$ cat config.mk
export PLATFORM = sky130hd
export DESIGN_NAME = seq_divider
export DESIGN_NICKNAME = d
export VERILOG_FILES = /design/src/rtl/seq_divider.sv
export SDC_FILE = /design/constraint.sdc
export NUM_CORES = 1
export LEC_CHECK = 0
export ABC_CLOCK_PERIOD_IN_PS = 3100
export BUFFER_PORTS_ARGS = -buffer_cell sky130_fd_sc_hd__buf_2
export CELL_PAD_IN_SITES_DETAIL_PLACEMENT = 1
export CELL_PAD_IN_SITES_GLOBAL_PLACEMENT = 1
export CORE_ASPECT_RATIO = 0.5
export CORE_MARGIN = 2
export CORE_UTILIZATION = 43
export CTS_CLUSTER_SIZE = 12
export DETAILED_ROUTE_END_ITERATION = 10
export PLACE_DENSITY = 0.86
export SYNTH_ARGS = -nofsm -noshare
export SYNTH_HDL_FRONTEND = slang
export SYNTH_SLANG_ARGS = --single-unit
export TNS_END_PERCENT = 100
$ cat constraint.sdc
create_clock -name clk -period 3.1 [get_ports clk]
set_input_delay 0.155 -clock clk [delete_from_list [all_inputs] [get_ports clk]]
set_output_delay 0.155 -clock clk [all_outputs]
set_load 0.02 [all_outputs]
$ cat src/rtl/seq_divider.sv
// -----------------------------------------------------------------------------
// seq_divider
//
// Multi-cycle restoring divider. A division starts from IDLE and then produces
// one quotient bit per clock. The controller, bit counter, subtractor and
// divide-by-zero detection are all inside this block.
//
// Parameters:
//   DW          operand, quotient and remainder width (2 or more)
//
// Ports:
//   clk         rising-edge clock
//   reset       asynchronous, active-high reset
//   start       division request; it is only looked at in IDLE
//   dividend    numerator, captured on the accepting edge
//   divisor     denominator, captured on the accepting edge
//   signed_op   two's-complement select (SEQ_DIVIDER_SIGNED_EN builds only)
//   busy        high while in RUN or DONE
//   done        one-cycle pulse in DONE
//   quotient    result, held from DONE until the next accepted start
//   remainder   result, held from DONE until the next accepted start
//   div_by_zero divisor was zero for the last operation (same hold rule)
//
// Build option:
//   SEQ_DIVIDER_SIGNED_EN  adds signed_op and the sign fix-up logic
//
// Handshake: start is sampled on a rising edge only while the FSM is in IDLE.
// The edge that samples it is the accepting edge. Requests made in RUN or DONE
// are dropped and are not queued. done is high for exactly one cycle. If start
// stays high through DONE, it is accepted on the first edge back in IDLE.
//
// The FSM state is held in state_q (type state_e) so checkers can observe it.
// -----------------------------------------------------------------------------
module seq_divider #(
    parameter int DW = 8
) (
    input  logic          clk,
    input  logic          reset,
    input  logic          start,
    input  logic [DW-1:0] dividend,
    input  logic [DW-1:0] divisor,
`ifdef SEQ_DIVIDER_SIGNED_EN
    input  logic          signed_op,
`endif
    output logic          busy,
    output logic          done,
    output logic [DW-1:0] quotient,
    output logic [DW-1:0] remainder,
    output logic          div_by_zero
);

    localparam int CW = $clog2(DW);

    typedef enum logic [1:0] {
        S_IDLE = 2'd0,
        S_RUN  = 2'd1,
        S_DONE = 2'd2
    } state_e;

    state_e        state_q, state_d;
    logic [DW:0]   rem_q, rem_d;      // partial remainder, DW+1 bits
    logic [DW-1:0] dvd_q, dvd_d;      // dividend shifts out, quotient shifts in
    logic [DW-1:0] dvs_q, dvs_d;      // divisor magnitude
    logic [CW-1:0] cnt_q, cnt_d;
    logic [DW-1:0] quo_q, quo_d;
    logic [DW-1:0] rmd_q, rmd_d;
    logic          dbz_q, dbz_d;

    logic [DW+1:0] shifted;
    logic [DW+1:0] diff;
    logic          step_ok;
    logic [DW:0]   rem_next;
    logic [DW-1:0] dvd_next;
    logic [DW-1:0] dvd_mag, dvs_mag;
    logic [DW-1:0] quo_fix, rmd_fix;

`ifdef SEQ_DIVIDER_SIGNED_EN
    logic neg_quo_q, neg_quo_d;
    logic neg_rem_q, neg_rem_d;
    logic dvd_neg, dvs_neg;
`endif

    // One restoring step. shifted is one bit wider than the partial remainder.
    // Its MSB is always 0, but it lets the sign of the trial difference be read
    // directly as the borrow.
    always_comb begin
        shifted  = {rem_q, dvd_q[DW-1]};
        diff     = shifted - {2'b00, dvs_q};
        step_ok  = ~diff[DW+1];
        rem_next = step_ok ? diff[DW:0] : shifted[DW:0];
        dvd_next = {dvd_q[DW-2:0], step_ok};
    end

`ifdef SEQ_DIVIDER_SIGNED_EN
    // The core always divides magnitudes. Taking the magnitude of MIN gives
    // MIN again, which is the correct unsigned value. The signs are restored
    // while the results are registered.
    always_comb begin
        dvd_neg = signed_op & dividend[DW-1];
        dvs_neg = signed_op & divisor[DW-1];
        dvd_mag = dvd_neg ? (~dividend + 1'b1) : dividend;
        dvs_mag = dvs_neg ? (~divisor + 1'b1) : divisor;
        quo_fix = neg_quo_q ? (~dvd_next + 1'b1) : dvd_next;
        rmd_fix = neg_rem_q ? (~rem_next[DW-1:0] + 1'b1) : rem_next[DW-1:0];
    end
`else
    always_comb begin
        dvd_mag = dividend;
        dvs_mag = divisor;
        quo_fix = dvd_next;
        rmd_fix = rem_next[DW-1:0];
    end
`endif

    always_comb begin
        state_d = state_q;
        rem_d   = rem_q;
        dvd_d   = dvd_q;
        dvs_d   = dvs_q;
        cnt_d   = cnt_q;
        quo_d   = quo_q;
        rmd_d   = rmd_q;
        dbz_d   = dbz_q;
`ifdef SEQ_DIVIDER_SIGNED_EN
        neg_quo_d = neg_quo_q;
        neg_rem_d = neg_rem_q;
`endif
        case (state_q)
            S_IDLE: begin
                if (start) begin
                    if (divisor == '0) begin
                        // No iterations are needed, so the result is ready at once.
                        quo_d   = '1;
                        rmd_d   = dividend;
                        dbz_d   = 1'b1;
                        state_d = S_DONE;
                    end else begin
                        dvd_d   = dvd_mag;
                        dvs_d   = dvs_mag;
                        rem_d   = '0;
                        cnt_d   = CW'(DW - 1);
`ifdef SEQ_DIVIDER_SIGNED_EN
                        neg_quo_d = dvd_neg ^ dvs_neg;
                        neg_rem_d = dvd_neg;
`endif
                        state_d = S_RUN;
                    end
                end
            end
            S_RUN: begin
                rem_d = rem_next;
                dvd_d = dvd_next;
                cnt_d = cnt_q - 1'b1;
                if (cnt_q == '0) begin
                    quo_d   = quo_fix;
                    rmd_d   = rmd_fix;
                    dbz_d   = 1'b0;
                    state_d = S_DONE;
                end
            end
            S_DONE: begin
                state_d = S_IDLE;
            end
            default: begin
                state_d = S_IDLE;
            end
        endcase
    end

    always_ff @(posedge clk or posedge reset) begin
        if (reset) begin
            state_q <= S_IDLE;
            rem_q   <= '0;
            dvd_q   <= '0;
            dvs_q   <= '0;
            cnt_q   <= '0;
            quo_q   <= '0;
            rmd_q   <= '0;
            dbz_q   <= 1'b0;
`ifdef SEQ_DIVIDER_SIGNED_EN
            neg_quo_q <= 1'b0;
            neg_rem_q <= 1'b0;
`endif
        end else begin
            state_q <= state_d;
            rem_q   <= rem_d;
            dvd_q   <= dvd_d;
            dvs_q   <= dvs_d;
            cnt_q   <= cnt_d;
            quo_q   <= quo_d;
            rmd_q   <= rmd_d;
            dbz_q   <= dbz_d;
`ifdef SEQ_DIVIDER_SIGNED_EN
            neg_quo_q <= neg_quo_d;
            neg_rem_q <= neg_rem_d;
`endif
        end
    end

    assign busy        = (state_q != S_IDLE);
    assign done        = (state_q == S_DONE);
    assign quotient    = quo_q;
    assign remainder   = rmd_q;
    assign div_by_zero = dbz_q;

endmodule
# After elaboration in Yosys (flattened, before gate mapping)
# Cells that the tools add are included.
# op_classes
n_addsub	2
n_eq_ne	6
muxes	26
bitwise_logic	2
n_reduce_logical	9
# op_table
op	count
two-way mux 8 bit	8
case mux 8 bit (2 select lines)	3
two-way mux 9 bit	3
case mux 9 bit (2 select lines)	1
subtractor 10 x 8 -> 10 bit	1
logical NOT 8 bit	1
inequality test 2 bit (second input constant)	4
two-way mux 2 bit	3
two-way mux 3 bit	2
case mux 3 bit (2 select lines)	1
AND reduction 3 bit	2
case mux 2 bit (2 select lines)	1
AND reduction 4 bit	1
nonzero test 2 bit	2
logical NOT 3 bit	1
two-way mux 1 bit	3
subtractor 3 x 1 -> 3 bit (second input constant)	1
equality test 2 x 1 -> 1 bit (second input constant)	1
equality test 2 bit (second input constant)	1
logical NOT 2 bit	1
inverter 1 bit	2
case mux 1 bit (2 select lines)	1
AND reduction 2 bit	1
# word_totals
ff_bits	47
inputBits	19

# Logic depth before layout (Yosys ltp)
# Gate-level depths: netlist of the first run.
# depth
depth_word	4
depth_mapped	10
ltp_nobuf	10

# Worst setup path before layout of the first run
# Ideal clock, no wire load.
# synth_path
kind	flip-flop to flip-flop
start	register dvd_q[7]
end	register rem_q[8]
setup_ps	130
arrival_ps	2188
required_time_ps	2970
setup_slack_ps	782
path_stages_with_launch	11
n_path_buf	0
synth_period_minus_slack_ps	2318
cell_sequence	dfrtp_1 -> inv_1 -> ha_1 -> inv_1 -> fa_1 -> a211oi_1 -> o21ai_0 -> a21o_1 -> a2111oi_2 -> xnor2_1 -> o21ai_1
# synth_via
elab_chain_cells	3
# synth_rtl
element	line_no	rtl
start, declared	62	logic [DW-1:0] dvd_q, dvd_d;
start signal, assigned	187	dvd_q <= dvd_d;
subtractor 10 x 8 -> 10 bit	88	diff = shifted - {2'b00, dvs_q};
two-way mux 9 bit	90	rem_next = step_ok ? diff[DW:0] : shifted[DW:0];
case mux 9 bit (2 select lines)	128	case (state_q)
end signal, assigned	186	rem_q <= rem_d;
end, declared	61	logic [DW:0] rem_q, rem_d;
# No other way between the ends.
# A chain may end at the register's enable or synchronous reset.

# Worst setup path after layout of the first run
# Ends and elaborated chain as after synthesis.

==> results.sh, run 1 <==
export IMPL_hold_viol=0
export IMPL_yosys_warnings=0
export IMPL_place_gp_congestion=0.9803
export IMPL_diodes=0
export IMPL_synth_cell_types=47
export IMPL_met3_length_um=253
export IMPL_period_share=0.8794
export IMPL_ys_async_sr_fraction=1.000
export IMPL_synth_seq_cells=47
export IMPL_insertion_delay_ps=290
export IMPL_via_count=2135
export IMPL_ys_seq_area_frac=0.4714
export IMPL_initial_utilization=0.4504
export IMPL_antenna_found_initial=0
export IMPL_rsz0062_at_grt="false"
export IMPL_cts_setup_buffers=0
export IMPL_port_buffers=37
export IMPL_ant_nets=0
export IMPL_drc=0
export IMPL_num_fill_cells=663
export IMPL_synthFlopType="dfrtp_1"
export IMPL_m1WireLength_um=3418
export IMPL_hpwl_um=5113
export IMPL_fin_crit_ps=2726
export IMPL_synth_nets=300
export IMPL_h_tree_depth=2
export IMPL_synth_edff_count=0
export IMPL_routed_top_layer="met4"
export IMPL_nNetsFinal=336
export IMPL_path_cells="inv_1 -> ha_1 -> inv_1 -> fa_1 -> a211oi_1 -> o21ai_0 -> a21o_1 -> a2111oi_2 -> xnor2_1 -> o21ai_1"
export IMPL_cts_resized=0
export IMPL_cts_root_buffer="clkbuf_16"
export IMPL_multiInputGateArea_sq_um=1206
export IMPL_routed_wl_met2_um=3234
export IMPL_cts_num_sinks=47
export IMPL_die_y_um=57.86
export IMPL_path_common_cell="inv_1"
export IMPL_setup_tns_ps=0
export IMPL_area_growth_pct=16.25
export IMPL_grt_pass1_wl_um=11470
export IMPL_grt_max_degree=48
export IMPL_drtIter0Drc=124
export IMPL_drive_gt1_frac=0.2215
export IMPL_num_rows=19
export IMPL_pin_count=38
export IMPL_cp_arrival_ps=2890
export IMPL_clk_pin_slew_ps=70
export IMPL_critPathMaxStageDelay_ps=420
export IMPL_slew_violations=0
export IMPL_firstDrtPassIters=4
export IMPL_clock_skew_ps=9.750
export IMPL_synth_area_per_cell_sq_um=9.240
export IMPL_slew_headroom=0.2968
export IMPL_setup_viol=0
export IMPL_synth_cells=270
export IMPL_critPathSlowestCell="fa_1"
export IMPL_status="completed"
export IMPL_cts_hold_buf=0
export IMPL_timing_fmax_mhz=366.8
export IMPL_critPathMaxFanout=3
export IMPL_routedWlPerCell_um=18.50
export IMPL_core_area_sq_um=5539
export IMPL_register_area_sq_um=1176
export IMPL_cts_tree="yes"
export IMPL_grt_pass1_vias=2264
export IMPL_grt_usage=0.2274
export IMPL_required_ps=3260
export IMPL_drt_total_wl_um=7030
export IMPL_maxCapViolCount=0
export IMPL_hold_path_class="in2async"
export IMPL_critPathKind="reg2reg"
export IMPL_worstSetupEndpointType="flop"
export IMPL_worstMarginPinSlew_ps=1051
export IMPL_dieArea_sq_um=6464
export IMPL_numCtsBuffers=5
export IMPL_syn_area_sq_um=2495
export IMPL_grt_overflow=0
export IMPL_die_x_um=111.7
export IMPL_clockBufferDepth=2
export IMPL_worstSetupStartpointType="flop"
export IMPL_vias_per_cell=5.618
-- layer usage --
metal / vias up / track usage
li1: 1013 / -
met1: 1059 / 0.3091
met2: 50 / 0.3792
met3: 13 / 0.03870
met4: 0 / 0.07584
met5: - / 0
-- registers in the layout, indices dropped and copies added (netlist names) --
| register | cells |
|---|---|
| dvd_q | 8 |
| cnt_q | 3 |
| quotient | 8 |
| div_by_zero | 1 |
| remainder | 8 |
| dvs_q | 8 |
| rem_q | 9 |
| state_q | 2 |
-- stage by stage --
| step | std cells | utilization | hold slack [ps] | worst slack [ps] | cell area (sq um) |
|---|---|---|---|---|---|
| 2_1_floorplan | 270 | - | 305.0 | 782.2 | 2495 |
| 3_3_place_gp | 372 | 0.4956 | 407.4 | 654.5 | 2745 |
| 3_5_place_dp | 372 | 0.4956 | 416.1 | 499.5 | 2745 |
| 4_1_cts | 380 | 0.5236 | 116.8 | 399.7 | 2900 |
| 5_1_grt | 380 | 0.5236 | 114.2 | 225.6 | 2900 |
| 6_report | 380 | 0.5236 | 91.25 | 374.0 | 2900 |
-- worst max-delay path: cells and delay by family (launching register included) --
kind	cells	cell delay, ps
xor gates and xnor gates	1	170
buffers and inverters	2	160
adders and majority gates	2	620
AOI/OAI and AO/OA	5	1280
DFF	1	360
-- synth_stat cells (all sizes together), types with 3 or more instances --
library cell | number | area share
nand2 | 52 | 0.078
dfrtp | 47 | 0.47
o21ai | 23 | 0.048
nor2 | 22 | 0.033
inv | 16 | 0.024
a31oi | 14 | 0.035
clkbuf | 10 | 0.015
ha | 10 | 0.050
mux2 | 9 | 0.042
nand3 | 9 | 0.018
a21oi | 8 | 0.021
nor2b | 4 | 0.010
nor3 | 4 | 0.010
nor4 | 4 | 0.010
a211oi | 3 | 0.011
mux2i | 3 | 0.012
xor2 | 3 | 0.011
-- cell type report --
type	instances	share of cell area
clock buffer	6	0.04789
multi-input combinational	195	0.4159
inverter	17	0.02200
clock inverter	2	0.005608
timing repair buffer	40	0.07161
tap	73	0.03149
sequential	47	0.4055
-- cell usage in the layout (no fill, tap or decap), types with 5 or more instances in the layout --
cell	count
mux2_2	8
nor2_1	22
a21oi_1	5
ha_1	10
o21ai_0	20
a31oi_1	14
buf_2	37
nand3_1	9
nand2_1	52
clkbuf_16	5
inv_1	15
dfrtp_1	47
-- path summary, 6_finish.rpt --
kind | startpoint | to | slack, ps | cells after the start
setup / recovery | dvd_q[7] | rem_q[8] | 370 | 10
hold / removal | reset | quotient[5] | 90 | 2
setup reg to reg | dvd_q[7] | rem_q[8] | 370 | 10
hold reg to reg | quotient[1] | quotient[1] | 460 | 2
max in group asynchronous | reset | dvs_q[3] | 2380 | 2
min in group clk | divisor[5] | dvs_q[5] | 110 | 2
-- cell families after synthesis --
logic type / synth area share
muxes: 0.05416
buffers and inverters: 0.04514
adders and majority gates: 0.05817
DFF: 0.4714
xor gates and xnor gates: 0.01404
AOI/OAI and AO/OA: 0.1775
and+or+nand+nor: 0.1795
Power of run 1 is not shown: default switching activity piles up to over one toggle a cycle in this logic, so the estimate is an artifact.
==> inputs of run 2 (changes only) <==
--- a/config.mk
+++ b/config.mk
@@ -14,7 +14,7 @@
 export CORE_UTILIZATION = 43
 export CTS_CLUSTER_SIZE = 12
 export DETAILED_ROUTE_END_ITERATION = 10
-export PLACE_DENSITY = 0.86
+export PLACE_DENSITY_LB_ADDON = 0.1
 export SYNTH_ARGS = -nofsm -noshare
 export SYNTH_HDL_FRONTEND = slang
 export SYNTH_SLANG_ARGS = --single-unit
==> results.sh, run 2 (synthesis results as in run 1) <==
export IMPL_clk_pin_slew_ps=70
export IMPL_fin_crit_ps=2733
export IMPL_num_rows=19
export IMPL_largest_reg_flops=9
export IMPL_grt_pass1_vias=2160
export IMPL_multiInputGateArea_sq_um=1206
export IMPL_num_fill_cells=657
export IMPL_cts_resized=0
export IMPL_die_y_um=57.86
export IMPL_drc=0
export IMPL_worstMarginPinSlew_ps=1066
export IMPL_ant_nets=0
export IMPL_critPathMaxFanout=3
export IMPL_final_cell_mix="52 x nand2_1, 47 x dfrtp_1, 37 x buf_2"
export IMPL_port_buffers=37
export IMPL_h_tree_depth=2
export IMPL_grt_usage=0.2204
export IMPL_rr_worst_depth=10
export IMPL_hpwl_um=5026
export IMPL_grt_max_degree=48
export IMPL_via_count=2079
export IMPL_core_area_sq_um=5539
export IMPL_clock_skew_ps=5.154
export IMPL_largest_register="rem_q"
export IMPL_grt_pass1_wl_um=11030
export IMPL_initial_utilization=0.4504
export IMPL_dieArea_sq_um=6464
export IMPL_die_x_um=111.7
export IMPL_slew_headroom=0.2867
export IMPL_critPathKind="reg2reg"
export IMPL_routed_top_layer="met4"
export IMPL_rsz0062_at_grt="false"
export IMPL_drtIter0Drc=110
export IMPL_register_area_sq_um=1176
export IMPL_area_growth_pct=16.25
export IMPL_grt_overflow=0
export IMPL_slew_violations=0
export IMPL_m1WireLength_um=3381
export IMPL_insertion_delay_ps=290
export IMPL_cts_root_buffer="clkbuf_16"
export IMPL_drt_total_wl_um=6685
export IMPL_path_cells="inv_1 -> ha_1 -> inv_1 -> fa_1 -> a211oi_1 -> o21ai_0 -> a21o_1 -> a2111oi_2 -> xnor2_1 -> o21ai_1"
export IMPL_status="completed"
export IMPL_cts_num_sinks=47
export IMPL_maxCapViolCount=0
export IMPL_cp_arrival_ps=2900
export IMPL_rrSetupSlack_ps=370
export IMPL_nNetsFinal=336
export IMPL_cp_depth=10
export IMPL_place_gp_congestion=0.8828
export IMPL_critPathSlowestCell="fa_1"
export IMPL_setup_tns_ps=0
export IMPL_worstReg2RegStart="dvd_q[7]"
export IMPL_regToRegEndpoint="rem_q[8]"
export IMPL_worstSetupStartpointType="flop"
export IMPL_met3_length_um=327
export IMPL_final_common_cell="nand2_1"
export IMPL_diodes=0
export IMPL_antenna_found_initial=0
export IMPL_cts_tree="yes"
export IMPL_drive_gt1_frac=0.2215
export IMPL_critPathMaxStageDelay_ps=420
export IMPL_firstDrtPassIters=4
export IMPL_timing_fmax_mhz=365.9
export IMPL_hold_path_class="in2async"
export IMPL_path_common_cell="inv_1"
export IMPL_holdWs_ps=81.95
export IMPL_required_ps=3260
export IMPL_clockBufferDepth=2
export IMPL_final_cells=380
export IMPL_cts_setup_buffers=0
export IMPL_period_share=0.8815
export IMPL_cp_num_buf_inv=2
export IMPL_worstSetupEndpointType="flop"
export IMPL_setup_viol=0
export IMPL_pin_count=38
export IMPL_vias_per_cell=5.471
export IMPL_cts_hold_buf=0
export IMPL_routedWlPerCell_um=17.59
export IMPL_hold_viol=0
export IMPL_placedCellCount=372
export IMPL_numCtsBuffers=5
export IMPL_path_delay_family="compound AO/OA/AOI/OAI gates"
export IMPL_routed_wl_met2_um=2957
[run 2: cell counts in the layout (fill, tap and decap cells not counted)]
No cell type changed its count.
[run 2: layout make-up]
class / instances / area share
clock buffer: 6 / 0.04789
clock inverter: 2 / 0.005608
inverter: 17 / 0.02200
multi-input combinational: 195 / 0.4159
sequential: 47 / 0.4055
tap: 73 / 0.03149
timing repair buffer: 40 / 0.07161
[run 2: metal layers]
metal / up-vias / track usage
met5: - / 0
met3: 4 / 0.05230
met1: 1014 / 0.3157
li1: 1017 / -
met4: 0 / 0.03351
met2: 44 / 0.3541
[run 2: stage by stage]
step	util	setup slack, ps	cell area, sq um
finish	0.5236	367.2	2900
detailed placement	0.4956	406.3	2745
global placement	0.4956	520.2	2745
floorplan	-	782.2	2495
CTS	0.5236	387.7	2900
global route	0.5236	217.5	2900
[run 2: worst max-delay path by stage]
stage,startpoint,endpoint,slack [ps]
finish,dvd_q[7],rem_q[8],370
detailed placement,dvd_q[7],rem_q[8],410
CTS,dvd_q[7],rem_q[8],390
global route,dvd_q[7],rem_q[8],220
global placement,dvd_q[7],rem_q[8],520
floorplan,dvd_q[7],rem_q[8],780
[run 2: worst reg2reg max path: cells and delay by family (launching register included)]
| family | cells | cell delay, ps |
|---|---|---|
| flops | 1 | 360 |
| compound gates | 5 | 1260 |
| buf+inv | 2 | 180 |
| xor+xnor | 1 | 190 |
| fa+ha+maj | 2 | 620 |
Power of run 2 is left out for the same reason.
